`config.mk`:
```
export PLATFORM = sky130hd
export DESIGN_NAME = ext_tid_alloc
export DESIGN_NICKNAME = d
export VERILOG_FILES = /design/src/rtl/mchan_ext_pkg.sv /design/src/rtl/ext_tid_pick.sv /design/src/rtl/ext_tid_alloc.sv
export SDC_FILE = /design/constraint.sdc
export NUM_CORES = 1
export LEC_CHECK = 0
export ABC_AREA = 1
export CORE_ASPECT_RATIO = 1.5
export CORE_MARGIN = 2
export CORE_UTILIZATION = 60
export CTS_BUF_LIST = sky130_fd_sc_hd__clkbuf_4
export DETAILED_ROUTE_END_ITERATION = 7
export DONT_BUFFER_PORTS = 1
export PLACE_DENSITY = 0.76
export SYNTH_ARGS = -nofsm -noshare
export SYNTH_HDL_FRONTEND = slang
export SYNTH_SLANG_ARGS = --single-unit
```
`constraint.sdc`:
```
create_clock -name clk_i -period 4.32 [get_ports clk_i]
set_input_delay 0.864 -clock clk_i [delete_from_list [all_inputs] [get_ports clk_i]]
set_output_delay 0.864 -clock clk_i [all_outputs]
set_load 0.005 [all_outputs]
```
`src/rtl/mchan_ext_pkg.sv`:
```
// Shared MCHAN external-path types: TID, pool size and occupancy count.
package mchan_ext_pkg;

   localparam int unsigned EXT_TID_WIDTH = 4;
   localparam int unsigned EXT_TID_NUM   = 2**EXT_TID_WIDTH;

   typedef logic [EXT_TID_WIDTH-1:0] ext_tid_t;
   typedef logic [EXT_TID_WIDTH:0]   ext_tid_cnt_t;

endpackage : mchan_ext_pkg

```
`src/rtl/ext_tid_pick.sv`:
```
// Rotating priority finder: the first set bit of i_free at or after i_start, wrapping.
module ext_tid_pick #(
   parameter int unsigned W = 4
) (
   input  logic [(1<<W)-1:0] i_free,
   input  logic [W-1:0]      i_start,
   output logic              o_found,
   output logic [W-1:0]      o_idx
);

   localparam int unsigned N = 1 << W;

   // Scan from the farthest offset down to the nearest, so the nearest hit wins.
   always_comb begin
      logic [W-1:0] w_cand;
      o_found = 1'b0;
      o_idx   = '0;
      w_cand  = '0;
      for (int i = N - 1; i >= 0; i--) begin
         w_cand = i_start + W'(i);
         if (i_free[w_cand]) begin
            o_found = 1'b1;
            o_idx   = w_cand;
         end
      end
   end

endmodule : ext_tid_pick

```
`src/rtl/ext_tid_alloc.sv`:
```
// External TID allocator for the MCHAN AXI-side command path.
// Optional build macro EXT_TID_ALLOC_RR_EN: round-robin search starting at a
// pointer that advances past each granted TID; otherwise lowest free TID wins.
module ext_tid_alloc #(
   parameter int unsigned EXT_TID_WIDTH = mchan_ext_pkg::EXT_TID_WIDTH
) (
   input  logic                     clk_i,
   input  logic                     rst_ni,
   input  logic                     alloc_req_i,
   output logic                     alloc_gnt_o,
   output logic [EXT_TID_WIDTH-1:0] alloc_tid_o,
   input  logic                     release_valid_i,
   input  logic [EXT_TID_WIDTH-1:0] release_tid_i,
   output logic                     busy_o,
   output logic                     full_o,
   output logic [EXT_TID_WIDTH:0]   outstanding_cnt_o,
   output logic                     err_release_o
);

   import mchan_ext_pkg::*;

   localparam int unsigned TID_W = EXT_TID_WIDTH;
   localparam int unsigned CNT_W = EXT_TID_WIDTH + 1;
   localparam int unsigned NUM   = 1 << EXT_TID_WIDTH;

   logic [NUM-1:0]   r_busy;
   logic [CNT_W-1:0] r_cnt;
   logic             r_err;

   logic [NUM-1:0]   w_busy_d;
   logic [CNT_W-1:0] w_cnt_d;
   logic [TID_W-1:0] w_start;
   logic [TID_W-1:0] w_idx;
   logic             w_found;
   logic             w_full;
   logic             w_gnt;
   logic             w_rel_ok;
   logic             w_rel_bad;

`ifdef EXT_TID_ALLOC_RR_EN
   logic [TID_W-1:0] r_ptr;

   // Round-robin pointer moves one past every granted TID.
   always_ff @(posedge clk_i or negedge rst_ni) begin
      if (!rst_ni)    r_ptr <= '0;
      else if (w_gnt) r_ptr <= alloc_tid_o + TID_W'(1);
   end

   assign w_start = r_ptr;
`else
   assign w_start = '0;
`endif

   ext_tid_pick #(
      .W (TID_W)
   ) u_pick (
      .i_free  (~r_busy),
      .i_start (w_start),
      .o_found (w_found),
      .o_idx   (w_idx)
   );

   assign w_full    = (r_cnt == CNT_W'(NUM));
   assign w_gnt     = alloc_req_i & ~w_full;
   assign w_rel_ok  = release_valid_i &  r_busy[release_tid_i];
   assign w_rel_bad = release_valid_i & ~r_busy[release_tid_i];

   assign alloc_gnt_o       = w_gnt;
   assign alloc_tid_o       = w_found ? w_idx : '0;
   assign full_o            = w_full;
   assign busy_o            = (r_cnt != '0);
   assign outstanding_cnt_o = r_cnt;
   assign err_release_o     = r_err;

   // Next bitmap and count; a granted TID is always free so set/clear never collide.
   always_comb begin
      w_busy_d = r_busy;
      w_cnt_d  = r_cnt;
      if (w_gnt)    w_busy_d[alloc_tid_o]   = 1'b1;
      if (w_rel_ok) w_busy_d[release_tid_i] = 1'b0;
      if (w_gnt && !w_rel_ok)      w_cnt_d = r_cnt + CNT_W'(1);
      else if (!w_gnt && w_rel_ok) w_cnt_d = r_cnt - CNT_W'(1);
   end

   // Pool state and one-cycle error pulse.
   always_ff @(posedge clk_i or negedge rst_ni) begin
      if (!rst_ni) begin
         r_busy <= '0;
         r_cnt  <= '0;
         r_err  <= 1'b0;
      end else begin
         r_busy <= w_busy_d;
         r_cnt  <= w_cnt_d;
         r_err  <= w_rel_bad;
      end
   end

   // Occupancy counter must always match the bitmap population.
   always @(posedge clk_i) begin
      if (rst_ni) assert (r_cnt == CNT_W'($countones(r_busy)));
   end

endmodule : ext_tid_alloc

```
Word-level counts from Yosys, hierarchy flattened
Index checks and enable logic that the tools add are counted.
Word-level totals
  memory bits (writable): 0
  ROM bits: 0
  word-level logic and storage cells: 70
  register bits after elaboration: 22
  input bits: 8
  bits in latches: 0
  memories: 0
  output and inout bits: 13
Operators by class
  divide/modulo/power cells: 0
  magnitude comparators: 4
  bitwise operators: 9
  mux-type cells: 43
  equality and inequality tests: 1
  $mul: 0
  shift-type cells: 0
  reductions and logical operators: 8
  add/sub/neg operators: 2
Operators by type and width (count)
  $mux W4: 17
  $mux W16: 2
  $not A16 Y16: 2
  $mux W1: 19
  $and A16 B16 Y16: 1
  $or A16 B16 Y16: 1
  $lt A4 B5 Y1 const B: 2
  $mux W5: 2
  $demux W1 S4: 2
  $ge A4 B1 Y1 const B: 2
  $add A5 B1 Y5 const B: 1
  $eq A5 B5 Y1 const B: 1
  $reduce_bool A5 Y1: 1
  $sub A5 B1 Y5 const B: 1
  $bmux W1 S4: 1
  $logic_and A1 B1 Y1: 4
  $and A1 B1 Y1: 3
  $logic_not A1 Y1: 2
  $not A1 Y1: 2
  $reduce_bool A2 Y1: 1

Logic depth before layout (Yosys ltp)
Gate-level depths: netlist (run 1).
  depth after elaboration: 26
  mapped depth: 18

Cells and area by module
From an unflattened synthesis (run 1), not the netlist that was laid out.
Unflattened totals
  cells, all modules: 653
  area, all modules: 3534.6 sq um
Modules (own cells, without submodules)
  ext_tid_pick: cells each 364, seq. area each 0.0 sq um, times used 1, area an instance 1784.2 sq um
  ext_tid_alloc: cells each 289, seq. area each 550.5 sq um, times used 1, area an instance 1750.4 sq um

Worst setup path before layout (run 1)
OpenSTA, ideal clock, no wires.
  path type: input -> register
  start: input release_tid_i[1]
  end: register r_cnt[4], in the netlist outstanding_cnt_o[4]
  path slack: 1522 ps
  required time: 4195 ps
  setup time: 125 ps
  arrival time: 2672 ps
  cell stages on the path: 15
  path buffers: 0
  cells stage by stage: inv_1 > nand2_1 > o22ai_1 > o21ai_1 > nand4_1 > nand2_1 > ha_1 > inv_1 > ha_1 > a21o_1 > a31oi_1 > nand2_1 > nand2_1 > nor2_1 > xor2_1
On the way
  cells in the longest elaborated chain, start to end: 6
Ends and longest elaborated chain
  start: declaration: line ext_tid_alloc.sv:13  | input logic [EXT_TID_WIDTH-1:0] release_tid_i,
  $bmux W1 S4 *: line ext_tid_alloc.sv:65  | assign w_rel_ok = release_valid_i & r_busy[release_tid_i];
  $mux W1 (implied by the code) *: line ext_tid_alloc.sv:65
  $and A1 B1 Y1 *: line ext_tid_alloc.sv:65
  $logic_not A1 Y1: line ext_tid_alloc.sv:81  | if (w_gnt && !w_rel_ok) w_cnt_d = r_cnt + CNT_W'(1);
  $logic_and A1 B1 Y1: line ext_tid_alloc.sv:81
  $mux W5 / $reduce_bool A2 Y1 (equally long branches)
  end signal: assignment: line ext_tid_alloc.sv:93  | r_cnt <= w_cnt_d;
  end: declaration: line ext_tid_alloc.sv:27  | logic [CNT_W-1:0] r_cnt;
Mark *: on every way between the ends. The rest lies on a longest branch, timed or not. The select of a mux whose other input is x is not followed.
A chain may end at the register's enable or synchronous reset.

Final worst setup path (run 1)
  start: register r_cnt[1], in the netlist outstanding_cnt_o[1]
  end: register r_cnt[4], in the netlist outstanding_cnt_o[4]
On the way
  cells in the longest elaborated chain, start to end: 6
Ends and longest elaborated chain
  $eq A5 B5 Y1 *: line ext_tid_alloc.sv:63  | assign w_full = (r_cnt == CNT_W'(NUM));
  $not A1 Y1 *: line ext_tid_alloc.sv:64  | assign w_gnt = alloc_req_i & ~w_full;
  $and A1 B1 Y1 *: line ext_tid_alloc.sv:64
  net alloc_gnt_o: line ext_tid_alloc.sv:10  | output logic alloc_gnt_o,
  $logic_not A1 Y1: line ext_tid_alloc.sv:82  | else if (!w_gnt && w_rel_ok) w_cnt_d = r_cnt - CNT_W'(1);
  $logic_and A1 B1 Y1: line ext_tid_alloc.sv:82
  $reduce_bool A2 Y1 (no source line)
Mark *: on every way through the listed nets, which the timed path passes. The rest lies on a longest branch. The select of a mux whose other input is x is not followed.

==> impl_metrics.env, run 1 <==
export IMPL_nets=218
export IMPL_fin_crit_sh_pct=69.7
export IMPL_comb_power_share_pct=60.1
export IMPL_cts_made_buffers=3
export IMPL_drtIter0Drc=67
export IMPL_clock_latency_ns=0.31
export IMPL_status="complete, no violations"
export IMPL_fin_tns_setup_ns=0
export IMPL_yosysWarnings=0
export IMPL_dp_hpwl_mm=2.80
export IMPL_rrSetupSlack_ns=1.31
export IMPL_cap_viol_max_count=0
export IMPL_cts_sink_count=22
export IMPL_postCtsSetupBuffers=0
export IMPL_period_minus_slack_ns=3.01
export IMPL_cts_root_buffer="clkbuf_4"
export IMPL_slew_headroom_pct=65.9
export IMPL_syn_nets=214
export IMPL_p_seq_share_pct=32.1
export IMPL_p_sw_mw=0.650
export IMPL_die_y_um=65.5
export IMPL_vias_per_cell=6.04
export IMPL_globalplace_congestion=0.865
export IMPL_grt_first_pass_wirelength_mm=6.11
export IMPL_dr_pass1_iters=4
export IMPL_cts_resized=0
export IMPL_worstPathCellList="nor4_2, inv_1, o21ai_2, inv_1, ha_1, inv_1, ha_1, a21o_1, a31oi_1, nand2_1, nand2_1, nor2_1, xor2_1"
export IMPL_avgSynthCellArea_um2=7.54
export IMPL_internal_power_mw=0.586
export IMPL_io_pins=21
export IMPL_antenna_found_initial=0
export IMPL_start_util_pct=62.6
export IMPL_cts_tree="built"
export IMPL_worstSetupStartpointType="register"
export IMPL_dp_slack_ns=1.28
export IMPL_fin_skew_ns=0.0105
export IMPL_powerDensity_mw_per_mm2=790
export IMPL_postCtsHoldBufs=0
export IMPL_yosysUniqueCellTypes=32
export IMPL_wl_per_cell_um=15.4
export IMPL_rr_endpoint="outstanding_cnt_o[4]$_DFFE_PN0P_"
export IMPL_dr_wl_met2_mm=1.84
export IMPL_grt_use_total_pct=27.9
export IMPL_path_delay_family="compound AO/OA/AOI/OAI gates"
export IMPL_hold_violations=0
export IMPL_grt_start_max_net_pins=23
export IMPL_layout_setup_ws_ns=1.31
export IMPL_io_buffers=0
export IMPL_required_ns=4.53
export IMPL_dr_wl_met3_um=238
export IMPL_die_area_mm2=0.00295
export IMPL_worst_pin_slew_ns=0.511
export IMPL_path_common_cell="inv_1"
export IMPL_yosys_register_bits=22
export IMPL_grt_pass1_vias=1430
export IMPL_diodes=0
export IMPL_die_x_um=45.0
export IMPL_cts_max_path_buffers=2
export IMPL_post_route_drc_count=0
export IMPL_cp_arrival_ns=3.22
export IMPL_crit_slowest_cell="dfrtp_1"
export IMPL_h_tree_depth=1
export IMPL_syn_inst=201
export IMPL_timing_rr_start="outstanding_cnt_o[1]$_DFFE_PN0P_"
export IMPL_max_stage_delay_ns=0.48
export IMPL_topRoutingLayerUsed="met4"
export IMPL_ant_nets=0
export IMPL_routed_wl_mm=3.51
export IMPL_rows=22
export IMPL_synthToLayoutAreaGrowth_pct=3.22
export IMPL_rsz0062_at_grt="no"
export IMPL_vdd_drop_max_v=0.000496
export IMPL_hold_class="in2async"
export IMPL_max_freq_mhz=332
export IMPL_synth_seq_area_share_pct=36.3
export IMPL_route_layer_met1_wl_mm=1.32
export IMPL_critPathKind="reg2reg"
export IMPL_worst_path_max_fanout=5
export IMPL_pwr_share_clk_pct=7.7
export IMPL_cp_end_kind="register"
export IMPL_clk_transition_reported_paths_ns=0.12
export IMPL_p_leak_nw=0.785
export IMPL_final_setup_viol_count=0
export IMPL_reg2regPathDepth=13
export IMPL_critPathBufInv=3
export IMPL_syn_area_mm2=0.00152
export IMPL_switching_share_pct=52.6
export IMPL_overflow=0
export IMPL_layout_drive_gt1_share_pct=14.7
export IMPL_drv_slew=0
export IMPL_core_mm2=0.00242
export IMPL_num_fill_cells=224
export IMPL_vias=1377
## metrics by stage
stage / std cells / instance area (um2) / total power, mW / utilization [%] / hold slack [ns]
2_1_floorplan: 201 / 1520 / 0.979 / - / 0.484
3_3_place_gp: 224 / 1540 / 1.11 / 63.5 / 0.529
3_5_place_dp: 224 / 1540 / 1.14 / 63.5 / 0.532
4_1_cts: 228 / 1560 / 1.23 / 64.6 / 0.226
5_1_grt: 228 / 1560 / 1.35 / 64.6 / 0.195
6_report: 228 / 1560 / 1.24 / 64.6 / 0.223
## worst register-to-register path: cells and delay by family, from the launching register on
kind	cells	cell delay [ns]
xor gates and xnor gates	1	0.13
buffers and inverters	3	0.41
DFF	1	0.48
adders and majority gates	2	0.54
and+or+nand+nor	4	0.56
AOI/OAI and AO/OA	3	0.79
## state kept, by name, summed over array words and instances, names as in the netlist
register,count
r_busy,16
outstanding_cnt_o,5
err_release_o,1
## Yosys cell counts
cell type | count | area share [%]
a21o_1 | 2 | 0.99
a21oi_1 | 18 | 5.9
a21oi_2 | 1 | 0.58
a31oi_1 | 2 | 0.83
clkbuf_4 | 1 | 0.50
clkinv_2 | 2 | 0.66
dfrtp_1 | 22 | 36
fa_1 | 1 | 1.3
ha_1 | 4 | 3.3
inv_1 | 23 | 5.7
inv_2 | 11 | 2.7
nand2_1 | 35 | 8.7
nand2_2 | 1 | 0.41
nand2_4 | 2 | 1.5
nand3_1 | 12 | 4.0
nand3_2 | 1 | 0.66
nand4_1 | 9 | 3.7
nor2_1 | 27 | 6.7
nor2_2 | 1 | 0.41
nor2_8 | 2 | 2.6
nor3_1 | 1 | 0.33
nor3_2 | 1 | 0.66
nor4_2 | 1 | 0.83
nor4_4 | 2 | 2.8
o21ai_0 | 1 | 0.33
o21ai_1 | 5 | 1.7
o21ai_2 | 1 | 0.58
o22ai_1 | 8 | 3.3
or2_1 | 1 | 0.41
or2_2 | 1 | 0.41
xnor2_1 | 1 | 0.58
xor2_1 | 1 | 0.58
## power groups by stage
stage	Clock [mW]	Combinational, mW	Sequential (mW)
3_3_place_gp	0	0.716	0.397
6_report	0.0956	0.743	0.397
2_1_floorplan	0	0.601	0.378
5_1_grt	0.108	0.829	0.408
3_5_place_dp	0	0.733	0.402
4_1_cts	0.0973	0.737	0.398
## worst max-delay path by stage
stage / start / end / slack [ns] / depth (start not counted)
CTS: outstanding_cnt_o[1]$_DFFE_PN0P_ / outstanding_cnt_o[4]$_DFFE_PN0P_ / 1.25 / 13
global placement: outstanding_cnt_o[1]$_DFFE_PN0P_ / outstanding_cnt_o[4]$_DFFE_PN0P_ / 1.32 / 13
detailed placement: outstanding_cnt_o[1]$_DFFE_PN0P_ / outstanding_cnt_o[4]$_DFFE_PN0P_ / 1.28 / 13
global route: outstanding_cnt_o[1]$_DFFE_PN0P_ / outstanding_cnt_o[4]$_DFFE_PN0P_ / 1.06 / 12
finish: outstanding_cnt_o[1]$_DFFE_PN0P_ / outstanding_cnt_o[4]$_DFFE_PN0P_ / 1.31 / 13
floorplan: release_tid_i[1] / outstanding_cnt_o[4]$_DFFE_PN0P_ / 1.52 / 15
## cells in the final DEF (no fill, tap or decap), types with 2 or more instances in the layout
| cell | synthesis | final |
|---|---|---|
| clkbuf_4 | 1 | 3 |
| dfrtp_1 | 22 | 22 |
| nand4_1 | 9 | 9 |
| a21oi_1 | 18 | 18 |
| nor4_4 | 2 | 2 |
| nand2_1 | 35 | 35 |
| nor2_1 | 27 | 27 |
| nand2_4 | 2 | 2 |
| a31oi_1 | 2 | 2 |
| nor2_8 | 2 | 2 |
| clkinv_2 | 2 | 2 |
| o22ai_1 | 8 | 8 |
| ha_1 | 4 | 4 |
| inv_1 | 23 | 23 |
| nand3_1 | 12 | 12 |
| o21ai_1 | 5 | 5 |
| inv_2 | 11 | 11 |
| a21o_1 | 2 | 2 |
## metal layers
metal | up-vias | track usage (%)
met4 | 0 | 11.8
met1 | 635 | 31.6
met2 | 55 | 47.3
met3 | 16 | 7.69
met5 | - | 0
li1 | 671 | -
## area by class of cell
cell class	count	area (um2)	area share, %
multi-input cells	142	820	52.4
clock inverters	1	3.75	0.240
well taps	24	30.0	1.92
flip-flops and latches	22	551	35.2
inverters	36	138	8.80
clock buffers	3	22.5	1.44
## cell families (layout without fill, tap and decap cells)
kind of cell / Yosys count / count (layout) / synth area share (%)
compound gates: 38 / 38 / 14.2
buf+inv: 37 / 40 / 9.58
simple gates: 97 / 97 / 34.1
xor+xnor: 2 / 2 / 1.16
fa+ha+maj: 5 / 5 / 4.62
flops: 22 / 22 / 36.3
No activity file was read; power rests on OpenSTA's default activity.
==> inputs of run 2 (changes only) <==
==> constraint.sdc (replaced) <==
create_clock -name clk_i -period 3.2 [get_ports clk_i]
set_input_delay 0.64 -clock clk_i [delete_from_list [all_inputs] [get_ports clk_i]]
set_output_delay 0.64 -clock clk_i [all_outputs]
set_load 0.005 [all_outputs]
==> run 2 against run 1 <==
  * Clock-buffer cell count did not move
  * Total power rose by 35%
  * Die area did not move
  * Combinational power rose by 35%
  * Critical path depth did not move
  * Routed wire length fell by 1.0%
  * Via count rose by 0.58%
  * First-iteration DRC count rose by 31%
  * Hold slack got worse by 0.10 ns
  * Setup slack got worse by 0.80 ns
  * Critical endpoint unchanged
  * Largest cell class unchanged
  * Largest power group unchanged
==> impl_metrics.env, run 2 (synthesis results as in run 1) <==
export IMPL_slew_headroom_pct=76.0
export IMPL_vias_per_cell=6.00
export IMPL_grt_pass1_vias=1337
export IMPL_fin_crit_sh_pct=84.0
export IMPL_largest_reg_flops=16
export IMPL_io_buffers=0
export IMPL_worst_path_max_fanout=5
export IMPL_dp_cells=226
export IMPL_worstPathCellList="nor4_2, inv_1, o21ai_2, inv_1, ha_1, inv_1, ha_1, a21o_1, a31oi_1, nand2_1, nand2_1, nor2_1, xor2_1"
export IMPL_start_util_pct=62.6
export IMPL_worstSetupStartpointType="register"
export IMPL_final_setup_viol_count=0
export IMPL_mostFrequentLayoutCells="35 x nand2_1, 27 x nor2_1, 23 x inv_1"
export IMPL_drv_slew=0
export IMPL_synthToLayoutAreaGrowth_pct=5.53
export IMPL_worst_pin_slew_ns=0.359
export IMPL_nets=221
export IMPL_pwr_share_clk_pct=7.7
export IMPL_layout_commonest_cell="nand2_1"
export IMPL_max_freq_mhz=372
export IMPL_clk_transition_reported_paths_ns=0.12
export IMPL_vias=1385
export IMPL_clock_latency_ns=0.30
export IMPL_layout_drive_gt1_share_pct=15.9
export IMPL_grt_use_total_pct=26.6
export IMPL_antenna_found_initial=0
export IMPL_path_common_cell="inv_1"
export IMPL_diodes=0
export IMPL_cts_tree="built"
export IMPL_final_util_pct=66.0
export IMPL_grt_first_pass_wirelength_mm=5.90
export IMPL_status="complete, no violations"
export IMPL_h_tree_depth=1
export IMPL_fin_tns_setup_ns=0
export IMPL_num_fill_cells=231
export IMPL_cap_viol_max_count=0
export IMPL_die_y_um=65.5
export IMPL_internal_power_mw=0.796
export IMPL_p_leak_nw=0.803
export IMPL_routed_wl_mm=3.48
export IMPL_largest_register="r_busy"
export IMPL_die_x_um=45.0
export IMPL_period_minus_slack_ns=2.69
export IMPL_max_stage_delay_ns=0.48
export IMPL_crit_slowest_cell="dfrtp_1"
export IMPL_switching_share_pct=52.1
export IMPL_dp_hpwl_mm=2.77
export IMPL_ant_nets=0
export IMPL_dp_slack_ns=0.237
export IMPL_wl_per_cell_um=15.1
export IMPL_io_pins=21
export IMPL_globalplace_congestion=0.922
export IMPL_dr_pass1_iters=4
export IMPL_cp_end_kind="register"
export IMPL_hold_violations=0
export IMPL_powerDensity_mw_per_mm2=1040
export IMPL_layout_setup_ws_ns=0.511
export IMPL_die_area_mm2=0.00295
export IMPL_hold_class="in2async"
export IMPL_critPathKind="reg2reg"
export IMPL_rows=22
export IMPL_rsz0062_at_grt="no"
export IMPL_comb_power_share_pct=60.2
export IMPL_cp_arrival_ns=2.89
export IMPL_required_ns=3.40
export IMPL_vdd_drop_max_v=0.000577
export IMPL_grt_start_max_net_pins=23
export IMPL_core_mm2=0.00242
export IMPL_p_sw_mw=0.867
export IMPL_cts_sink_count=22
export IMPL_stdcell_count=231
export IMPL_cts_made_buffers=3
export IMPL_drtIter0Drc=88
export IMPL_cts_root_buffer="clkbuf_4"
export IMPL_fin_skew_ns=0.00512
export IMPL_cts_max_path_buffers=2
export IMPL_overflow=0
export IMPL_post_route_drc_count=0
export IMPL_p_seq_share_pct=32.1
export IMPL_postCtsSetupBuffers=0
run 2: changes by cell type in the layout (fill, tap and decap cells not counted):
| cell | change |
|---|---|
| buf_12 | +1 |
| buf_4 | +2 |
run 2: final timing paths:
kind	startpoint	to	slack (ns)	cells after the start
setup / recovery	outstanding_cnt_o[1]$_DFFE_PN0P_	outstanding_cnt_o[4]$_DFFE_PN0P_	0.51	13
hold / removal	rst_ni	r_busy[5]$_DFF_PN0_	0.12	1
setup reg to reg	outstanding_cnt_o[1]$_DFFE_PN0P_	outstanding_cnt_o[4]$_DFFE_PN0P_	0.51	13
hold reg to reg	outstanding_cnt_o[4]$_DFFE_PN0P_	outstanding_cnt_o[4]$_DFFE_PN0P_	0.54	1
max in group asynchronous	rst_ni	outstanding_cnt_o[1]$_DFFE_PN0P_	2.94	1
min in group clk_i	release_valid_i	err_release_o$_DFF_PN0_	0.45	2
run 2: timing repair:
item	in CTS	in global routing
gates resized for setup	0	0
hold buffers	0	1
endpoints found under the setup margin	0	0
endpoints found under the hold margin	0	22
run 2: stage by stage:
stage | hold WS (ns) | power, mW | instance area [um2]
after floorplan | 0.344 | 1.32 | 1520
after global placement | 0.345 | 1.50 | 1550
after detailed placement | 0.345 | 1.53 | 1550
after CTS | 0.00673 | 1.66 | 1580
after global routing | 0.117 | 1.81 | 1600
final | 0.119 | 1.66 | 1600
run 2: per-layer routing:
metal / part of all wire, % / wire length (um) / global-route usage (%) / vias up
li1: - / - / - / 674
met1: 38 / 1310 / 31.0 / 628
met2: 52 / 1800 / 45.7 / 68
met3: 7.0 / 245 / 5.22 / 15
met4: 3.3 / 114 / 11.0 / 0
met5: 0 / 0 / 0 / -
run 2: power by group through the flow:
stage | combinational, mW | sequential, mW | clock (mW)
after floorplan | 0.811 | 0.511 | 0
after global routing | 1.11 | 0.553 | 0.141
after global placement | 0.964 | 0.534 | 0
after CTS | 0.990 | 0.535 | 0.131
final | 1.00 | 0.533 | 0.129
after detailed placement | 0.985 | 0.542 | 0
run 2: worst max-delay path: cells and delay by family (launching register included):
family	cells	cell delay (ns)
simple gates	4	0.59
compound gates	3	0.52
fa+ha+maj	2	0.52
flops	1	0.48
buf+inv	3	0.34
xor+xnor	1	0.13
run 2: cell type report:
type	instances	area, um2	area share, %
multi-input cells	142	820	51.3
flip-flops and latches	22	551	34.4
inverters	36	138	8.61
repair buffers	3	35.0	2.19
well taps	24	30.0	1.88
clock buffers	3	22.5	1.41
clock inverters	1	3.75	0.235
==> inputs of run 3 (changes only) <==
==> constraint.sdc (replaced) <==
create_clock -name clk_i -period 2.77 [get_ports clk_i]
set_input_delay 0.554 -clock clk_i [delete_from_list [all_inputs] [get_ports clk_i]]
set_output_delay 0.554 -clock clk_i [all_outputs]
set_load 0.005 [all_outputs]
==> run 3 against run 2 <==
  * Final cell count increased by 1.3%
  * Clock skew increased by 0.0032 ns
  * Register-to-register slack got worse by 0.26 ns
  * Sequential share of layout area decreased by 0.50 points
  * Sequential power increased by 13%
  * Critical path type unchanged
  * Largest cell class unchanged
  * Highest routed layer unchanged
==> impl_metrics.env, run 3 (synthesis results as in run 1) <==
export IMPL_powerDensity_mw_per_mm2=1220
export IMPL_multiInputGateArea_um2=831
export IMPL_antenna_found_initial=0
export IMPL_cts_sink_count=22
export IMPL_grt_pass1_vias=1456
export IMPL_seq_area_um2=551
export IMPL_period_minus_slack_ns=2.52
export IMPL_crit_slowest_cell="dfrtp_1"
export IMPL_postCtsSetupBuffers=0
export IMPL_final_util_pct=67.0
export IMPL_pwr_share_clk_pct=7.8
export IMPL_grt_start_max_net_pins=23
export IMPL_nets=224
export IMPL_slew_headroom_pct=36.1
export IMPL_grt_use_total_pct=28.2
export IMPL_vias_per_cell=5.94
export IMPL_clk_transition_reported_paths_ns=0.13
export IMPL_fin_skew_ns=0.00829
export IMPL_min_to="err_release_o$_DFF_PN0_"
export IMPL_largest_register="r_busy"
export IMPL_p_leak_nw=0.815
export IMPL_wl_per_cell_um=15.7
export IMPL_h_tree_depth=1
export IMPL_io_pins=21
export IMPL_dp_slack_ns=-0.0881
export IMPL_timing_rr_start="outstanding_cnt_o[2]$_DFFE_PN0P_"
export IMPL_cts_made_buffers=3
export IMPL_largest_reg_flops=16
export IMPL_grt_first_pass_wirelength_mm=6.15
export IMPL_internal_power_mw=0.943
export IMPL_post_route_drc_count=0
export IMPL_layout_setup_ws_ns=0.247
export IMPL_hold_start="release_valid_i"
export IMPL_critPathKind="reg2reg"
export IMPL_path_delay_family="adder cells"
export IMPL_cts_root_buffer="clkbuf_4"
export IMPL_cts_max_path_buffers=2
export IMPL_dp_hpwl_mm=2.87
export IMPL_rrSetupSlack_ns=0.25
export IMPL_worst_path_max_fanout=4
export IMPL_worstPathCellList="nor4_4, inv_1, o21ai_2, inv_1, ha_1, inv_1, ha_1, a21o_1, a31oi_1, nand2_1, nand2_1, nor2_1, xor2_1"
export IMPL_drtIter0Drc=75
export IMPL_crit_cells=13
export IMPL_routed_wl_mm=3.68
export IMPL_p_sw_mw=1.04
export IMPL_cp_end_kind="register"
export IMPL_drv_slew=0
export IMPL_die_area_mm2=0.00295
export IMPL_final_setup_viol_count=0
export IMPL_diodes=0
export IMPL_vdd_drop_max_v=0.000689
export IMPL_p_seq_share_pct=30.3
export IMPL_synthToLayoutAreaGrowth_pct=7.10
export IMPL_stdcell_count=234
export IMPL_layout_commonest_cell="nand2_1"
export IMPL_dr_pass1_iters=4
export IMPL_dp_cells=229
export IMPL_cp_arrival_ns=2.74
export IMPL_max_stage_delay_ns=0.47
export IMPL_fin_crit_sh_pct=91.1
export IMPL_rr_endpoint="outstanding_cnt_o[4]$_DFFE_PN0P_"
export IMPL_die_x_um=45.0
export IMPL_rsz0062_at_grt="no"
export IMPL_path_common_cell="inv_1"
export IMPL_clock_latency_ns=0.32
export IMPL_max_freq_mhz=396
export IMPL_worstSetupStartpointType="register"
export IMPL_cap_viol_max_count=0
export IMPL_rows=22
export IMPL_mostFrequentLayoutCells="34 x nand2_1, 27 x nor2_1, 23 x inv_1"
export IMPL_reg2regPathDepth=13
export IMPL_core_mm2=0.00242
export IMPL_hold_class="in2reg"
export IMPL_hold_violations=0
export IMPL_switching_share_pct=52.6
export IMPL_comb_power_share_pct=61.9
export IMPL_ant_nets=0
export IMPL_globalplace_congestion=0.954
export IMPL_worst_pin_slew_ns=0.955
export IMPL_cts_tree="built"
export IMPL_status="complete, no violations"
export IMPL_critPathBufInv=3
export IMPL_min_path_cells=2
export IMPL_layout_drive_gt1_share_pct=17.1
export IMPL_die_y_um=65.5
export IMPL_num_fill_cells=213
export IMPL_overflow=0
export IMPL_vias=1390
export IMPL_start_util_pct=62.6
export IMPL_required_ns=2.99
export IMPL_io_buffers=0
-- run 3: how the worst max path moves through the flow --
stage                                                 from                                to  slack, ns
after floorplan           outstanding_cnt_o[1]$_DFFE_PN0P_  outstanding_cnt_o[4]$_DFFE_PN0P_       0.05
after global placement                    release_tid_i[1]  outstanding_cnt_o[4]$_DFFE_PN0P_      0.002
after detailed placement                  release_tid_i[1]  outstanding_cnt_o[4]$_DFFE_PN0P_      -0.09
after CTS                 outstanding_cnt_o[2]$_DFFE_PN0P_  outstanding_cnt_o[4]$_DFFE_PN0P_       0.15
after global routing                   r_busy[1]$_DFF_PN0_  outstanding_cnt_o[4]$_DFFE_PN0P_       0.02
final                     outstanding_cnt_o[2]$_DFFE_PN0P_  outstanding_cnt_o[4]$_DFFE_PN0P_       0.25
-- run 3: worst reg2reg max path: stages (launching register included) --
cell	delay, ns
dfrtp_1	0.47
nor4_4	0.30
inv_1	0.11
o21ai_2	0.13
inv_1	0.08
ha_1	0.22
inv_1	0.14
ha_1	0.29
a21o_1	0.20
a31oi_1	0.17
nand2_1	0.08
nand2_1	0.06
nor2_1	0.05
xor2_1	0.13
-- run 3: power groups by stage --
stage	Sequential, mW	Clock, mW	Combinational (mW)
5_1_grt	0.624	0.164	1.36
3_5_place_dp	0.602	0	1.19
2_1_floorplan	0.590	0	0.937
6_report	0.602	0.156	1.23
4_1_cts	0.594	0.155	1.21
3_3_place_gp	0.596	0	1.16
-- run 3: stage by stage --
step           hold WS [ns]  total power [mW]  cell area, um2  TNS, ns
2_1_floorplan         0.258              1.53            1520        0
3_3_place_gp          0.259              1.76            1580        0
3_5_place_dp          0.259              1.80            1580  -0.0881
4_1_cts               0.333              1.96            1610        0
5_1_grt               0.343              2.14            1620        0
6_report              0.335              1.99            1620        0
-- run 3: repair_timing --
action / in CTS / in global routing
endpoints found under the hold margin: 22 / 0
endpoints found under the setup margin: 0 / 1
hold buffers: 1 / 0
resized for setup: 0 / 2
-- run 3: final cells by class --
class                   count  share of cell area, %
inverters                  36                   8.48
clock buffers               3                   1.39
multi-input cells         142                   51.2
clock inverters             1                  0.231
flip-flops and latches     22                   33.9
well taps                  24                   1.85
repair buffers              6                   2.93
-- run 3: routing by layer --
layer	part of all wire, %	track usage [%]	vias up
met2	54	48.4	68
met1	38	31.3	627
met5	0	0	-
met3	5.7	3.57	12
li1	-	-	683
met4	2.3	18.0	0
